<file path="src/rtl/write_back.sv">
// Write-back stage: selects load/CSR/ALU data for the register file and computes the next PC.
// Optional macro WB_LOAD_EXT_EN enables funct3-based load extraction; otherwise load data passes unmodified.
module write_back #(
    parameter int DWIDTH       = 32,
    parameter int AWIDTH       = 5,
    parameter int PC_WIDTH     = 32,
    parameter int FUNCT_WIDTH  = 3,
    parameter int OPCODE_WIDTH = 11
) (
    input  logic                    wb_clk,
    input  logic                    wb_rst,
    input  logic [FUNCT_WIDTH-1:0]  wb_i_funct,
    input  logic [OPCODE_WIDTH-1:0] wb_i_opcode,
    input  logic [DWIDTH-1:0]       wb_i_data_load,
    input  logic [DWIDTH-1:0]       wb_i_csr,
    input  logic                    wb_i_we_rd,
    output logic                    wb_o_we_rd,
    input  logic                    wb_i_we,
    output logic                    wb_o_we,
    input  logic [AWIDTH-1:0]       wb_i_rd_addr,
    output logic [AWIDTH-1:0]       wb_o_rd_addr,
    input  logic [DWIDTH-1:0]       wb_i_rd_data,
    output logic [DWIDTH-1:0]       wb_o_rd_data,
    input  logic [PC_WIDTH-1:0]     wb_i_pc,
    output logic [PC_WIDTH-1:0]     wb_o_next_pc,
    output logic                    wb_o_change_pc,
    input  logic                    wb_i_ce,
    output logic                    wb_o_ce,
    input  logic                    wb_i_stall,
    output logic                    wb_o_stall,
    input  logic                    wb_i_flush,
    output logic                    wb_o_flush
);

    localparam int OP_LOAD   = 2;
    localparam int OP_SYSTEM = 9;

    logic                    r_we_rd;
    logic                    r_we;
    logic [AWIDTH-1:0]       r_rd_addr;
    logic [DWIDTH-1:0]       r_rd_data;
    logic [PC_WIDTH-1:0]     r_next_pc;
    logic                    r_change_pc;
    logic                    r_ce;

    logic [DWIDTH-1:0]       w_load_data;
    logic [DWIDTH-1:0]       w_sel_data;
    logic                    w_is_load;
    logic                    w_is_system;
    logic                    w_funct_zero;
    logic                    w_is_trap;
    logic                    w_unused_opcode;

    assign w_is_load       = wb_i_opcode[OP_LOAD];
    assign w_is_system     = wb_i_opcode[OP_SYSTEM];
    assign w_funct_zero    = (wb_i_funct == FUNCT_WIDTH'(0));
    // SYSTEM with funct3 zero is a trap entry or return: redirect to the CSR-supplied target.
    assign w_is_trap       = w_is_system && w_funct_zero;
    assign w_unused_opcode = ^{wb_i_opcode[10], wb_i_opcode[8:3], wb_i_opcode[1:0]};

`ifdef WB_LOAD_EXT_EN
    always_comb begin
        w_load_data = wb_i_data_load;
        case (wb_i_funct)
            FUNCT_WIDTH'(0): w_load_data = {{(DWIDTH-8){wb_i_data_load[7]}}, wb_i_data_load[7:0]};
            FUNCT_WIDTH'(1): w_load_data = {{(DWIDTH-16){wb_i_data_load[15]}}, wb_i_data_load[15:0]};
            FUNCT_WIDTH'(4): w_load_data = {{(DWIDTH-8){1'b0}}, wb_i_data_load[7:0]};
            FUNCT_WIDTH'(5): w_load_data = {{(DWIDTH-16){1'b0}}, wb_i_data_load[15:0]};
            default:         w_load_data = wb_i_data_load;
        endcase
    end
`else
    assign w_load_data = wb_i_data_load;
`endif

    always_comb begin
        w_sel_data = wb_i_rd_data;
        if (w_is_load) begin
            w_sel_data = w_load_data;
        end else if (w_is_system && !w_funct_zero) begin
            w_sel_data = wb_i_csr;
        end
    end

    always_ff @(posedge wb_clk or negedge wb_rst) begin
        if (!wb_rst) begin
            r_we_rd     <= 1'b0;
            r_we        <= 1'b0;
            r_rd_addr   <= '0;
            r_rd_data   <= '0;
            r_next_pc   <= '0;
            r_change_pc <= 1'b0;
            r_ce        <= 1'b0;
        end else if (wb_i_flush) begin
            r_we_rd     <= 1'b0;
            r_we        <= 1'b0;
            r_change_pc <= 1'b0;
            r_ce        <= 1'b0;
        end else if (wb_i_stall) begin
            r_ce        <= r_ce;
        end else if (!wb_i_ce) begin
            r_we_rd     <= 1'b0;
            r_we        <= 1'b0;
            r_change_pc <= 1'b0;
            r_ce        <= 1'b0;
        end else begin
            r_ce      <= 1'b1;
            r_we      <= wb_i_we;
            r_rd_addr <= wb_i_rd_addr;
            r_rd_data <= w_sel_data;
            if (w_is_trap) begin
                r_change_pc <= 1'b1;
                r_next_pc   <= wb_i_csr[PC_WIDTH-1:0];
                r_we_rd     <= 1'b0;
            end else begin
                r_change_pc <= 1'b0;
                r_next_pc   <= wb_i_pc + PC_WIDTH'(4);
                r_we_rd     <= wb_i_we_rd;
            end
        end
    end

    assign wb_o_we_rd     = r_we_rd;
    assign wb_o_we        = r_we;
    assign wb_o_rd_addr   = r_rd_addr;
    assign wb_o_rd_data   = r_rd_data;
    assign wb_o_next_pc   = r_next_pc;
    assign wb_o_change_pc = r_change_pc;
    assign wb_o_ce        = r_ce;
    assign wb_o_stall     = wb_i_stall;
    // A taken redirect flushes the earlier stages on the following cycle.
    assign wb_o_flush     = wb_i_flush | r_change_pc;

endmodule

</file>
<file path="config.mk">
export PLATFORM = sky130hd
export DESIGN_NAME = write_back
export DESIGN_NICKNAME = d
export VERILOG_FILES = /design/src/rtl/write_back.sv
export SDC_FILE = /design/constraint.sdc
export NUM_CORES = 1
export LEC_CHECK = 0
export CORE_MARGIN = 4
export CORE_UTILIZATION = 39
export CTS_CLUSTER_DIAMETER = 200
export DETAILED_ROUTE_END_ITERATION = 7
export PLACE_DENSITY = 0.92
export SKIP_CTS_REPAIR_TIMING = 1
export SLEW_MARGIN = 5
export SYNTH_ARGS = -nofsm -noshare
export SYNTH_HDL_FRONTEND = slang
export SYNTH_SLANG_ARGS = --single-unit
</file>
<file path="constraint.sdc">
create_clock -name wb_clk -period 1 [get_ports wb_clk]
set_input_delay 0.2 -clock wb_clk [delete_from_list [all_inputs] [get_ports wb_clk]]
set_output_delay 0.2 -clock wb_clk [all_outputs]
set_load 0.01 [all_outputs]
</file>
==> reports/metrics.yaml <==
outcome:
  outcome: "finished, violations left"
  violations: "setup timing"
drt:
  drc: 0
  vias: 5612
  drtAntennaViolNets: 0
  routed_wl_um: 22000
  drt_iter0_drc: 494
  viasPerCell: 5.82
  wl_per_cell_um: 22.8
  dr.pass1.iters: 5
yosys:
  netlist.area_leader.share_pct: 44.3
  synth.largest_area_cell: "dfrtp_1"
  syn_inst: 475
  synth_area_leaders: "dfrtp_1 (44%), mux2i_1 (8.0%), o21ai_0 (7.5%)"
  ys_async_sr_fraction_pct: 100
  syn_nets: 630
  synth.ff_latch_count: 73
  syn-cell-area_mm2: 0.00412
  synth.distinct_cells: 41
  synth_flop_cell: "dfrtp_1"
  synth_edf_count: 0
  avgSynthCellArea_um2: 8.67
  synth-seq-area-share_pct: 44.3
  ys_warn_count: 0
clock_tree:
  cts_tree: "done"
  cts_buffers: 9
  clk_root_buffer_cell: "clkbuf_8"
  htreeDepth: 3
  clkTransAtPathRegs_ns: 0.09
  cts_buffer_depth: 2
  clk_latency_ns: 0.36
  cts_sinks: 73
grt:
  antenna_found_initial: 1
  gr-total-overflow: 0
  grt_max_degree: 46
  grt_pass1_vias: 5137
  grt_first_pass_wirelength_um: 27100
  track_usage_pct: 27.5
pwr:
  power.leakage_nw: 3.96
  finalPower_mw: 10.6
  p_per_area_mw_per_mm2: 1280
  ir_worst_vdd_mv: 0.789
setup_path:
  worstPathMaxFanout: 5
  required_ns: 1.26
  criticalPathCategory: "input pin to register"
  path_cells: "buf_6, nand4_1, buf_4, nor4_4, buf_4, nand4_1, xor2_1, o21ai_1"
  crit_arrival_ns: 1.67
  rrSetupSlack_ns: -0.01
  r2r_end: "wb_o_next_pc[21]$_DFFE_PN0P_"
  slowest_stage: "nor4_4"
  r2r_start: "wb_o_next_pc[21]$_DFFE_PN0P_"
  rr_worst_depth: 3
  critPathLaunchType: "input pin"
  worstSetupEndpointType: "register"
  max_stage_delay_ns: 0.29
die:
  die_area_mm2: 0.0123
  ioPinCount: 229
  rows: 37
  core_region_area_mm2: 0.0103
  start_util_pct: 39.9
  die_h_um: 111
  die_w_um: 111
min_path:
  holdPathStages: 3
  holdCritStartpoint: "wb_i_flush"
  hp-class: "input pin to register"
  min_to: "wb_o_ce$_DFFE_PN0P_"
sta:
  post-route-min-period_ns: 1.41
  layout_setup_ws_ns: -0.411
  fin_crit_sh_pct: 141
  worst_pin_slew_ns: 0.370
  fmax_ghz: 0.709
  rsz0062_at_grt: "true"
  report.final.setup_viol: 142
  timing.setup.tns_ns: -18.49
  slew_violations: 0
  final_hold_viol_count: 0
  maxSlewHeadroom_pct: 75.3
  finalClockSkew_ns: 0
layout:
  fin_util_pct: 80.3
  final_cells: 965
  syn_to_final_growth_pct: 101
  fin_nets: 978
  drive_above_1_share_pct: 41.5
placed_design:
  place_inst: 884
  hpwl_um: 13600
  gp_congestion: 0.924
  place_ws_ns: -1.17
  numPortBuffers: 219
flow_run:
  cap_violations: 0
-- state kept, by name, summed over array words and instances (netlist names) --
| signal | cells |
|---|---|
| wb_o_next_pc | 32 |
| wb_o_rd_data | 32 |
| wb_o_rd_addr | 5 |
| wb_o_ce | 1 |
| wb_o_change_pc | 1 |
| wb_o_we | 1 |
| wb_o_we_rd | 1 |
-- logic make-up (layout without fill, tap and decap cells) --
kind of cell / count (synthesis) / in the layout / share of synthesized area (%)
AND/OR/NAND/NOR: 178 / 178 / 20.9
other: 0 / 1 / 0
adder cells (fa/ha/maj): 1 / 1 / 0.304
flip-flops: 73 / 73 / 44.3
multiplexers: 33 / 33 / 8.02
XOR/XNOR: 25 / 25 / 5.31
AO/OA/AOI/OAI: 130 / 130 / 17.7
buffers and inverters: 35 / 388 / 3.43
-- cell usage after synthesis, drive strengths merged, types with 2 or more instances --
library cell,n
dfrtp,73
nand2,70
o21ai,63
nor2,53
a21oi,37
mux2i,33
clkbuf,24
a22oi,20
xnor2,15
nand4,12
nand3,11
xor2,10
buf,9
nor4,9
a31oi,4
or2,4
and3,3
nor2b,3
nor3,3
a21o,2
and2,2
and4,2
inv,2
o31ai,2
or3,2
or4,2
-- cells in the final DEF, fill, tap and decap left out, types with 3 or more instances in the layout --
cell type,n
clkdlybuf4s50_1,108
a21oi_2,9
xnor2_2,3
a21oi_1,28
xor2_1,9
clkbuf_16,7
bufinv_16,3
clkbuf_8,9
nor2_2,7
nand2_1,69
or2_4,4
mux2i_1,21
buf_12,10
o21ai_1,57
xnor2_1,12
mux2i_2,8
buf_6,48
nor4_4,7
buf_2,3
nand3_2,4
clkbuf_2,57
buf_4,117
a22oi_1,10
a31oi_1,4
buf_8,4
dlymetal6s2s_1,15
nor2_4,5
nor2_1,41
mux2i_4,4
o21ai_0,4
dfrtp_1,73
a22oi_2,10
nand3_1,7
nand4_1,11
-- power by group --
part	switching [mW]	internal [mW]
Combinational	1.80	2.12
Clock	1.28	1.66
Sequential	0.330	3.43
Total	3.40	7.21
-- per-stage QoR --
stage          area, um^2  hold WS [ns]
3_5_place_dp         7140         0.197
3_3_place_gp         7140         0.187
5_1_grt              8290         0.164
2_1_floorplan        4330       -0.0956
4_1_cts              7390        -0.193
6_report             8290         0.155
-- routing by layer --
metal	part of all wire [%]	vias up	wire (um)	global-route usage, %
li1	-	2382	-	-
met1	36	2678	7960	32.2
met2	49	411	10800	48.9
met3	7.2	141	1580	4.91
met4	7.6	0	1680	12.5
met5	0	-	0	0
-- how the worst max path moves through the flow --
stage	startpoint	to	slack [ns]	cells after the start
4_1_cts	wb_i_pc[2]	wb_o_next_pc[30]$_DFFE_PN0P_	-0.87	9
5_1_grt	wb_i_pc[11]	wb_o_next_pc[30]$_DFFE_PN0P_	-0.50	8
3_5_place_dp	wb_i_pc[2]	wb_o_next_pc[26]$_DFFE_PN0P_	-1.17	9
6_report	wb_i_pc[11]	wb_o_next_pc[30]$_DFFE_PN0P_	-0.41	8
3_3_place_gp	wb_i_pc[11]	wb_o_next_pc[31]$_DFFE_PN0P_	-1.07	6
2_1_floorplan	wb_i_pc[7]	wb_o_next_pc[17]$_DFFE_PN0P_	-0.51	6
-- area by class of cell --
type / count / area (um^2)
repair buffers: 370 / 3430
multi-input cells: 367 / 2610
fillers: 593 / 2030
flip-flops and latches: 73 / 1830
well taps: 136 / 170
clock buffers: 9 / 124
clock inverters: 7 / 119
inverters: 2 / 7.51
diodes: 1 / 2.50
-- critical path: cells and delay by family --
kind,cells,cell delay [ns]
AOI/OAI and AO/OA,1,0.11
and+or+nand+nor,3,0.62
buffers and inverters,3,0.51
xor gates and xnor gates,1,0.22
No activity file was read; power rests on OpenSTA's default activity.
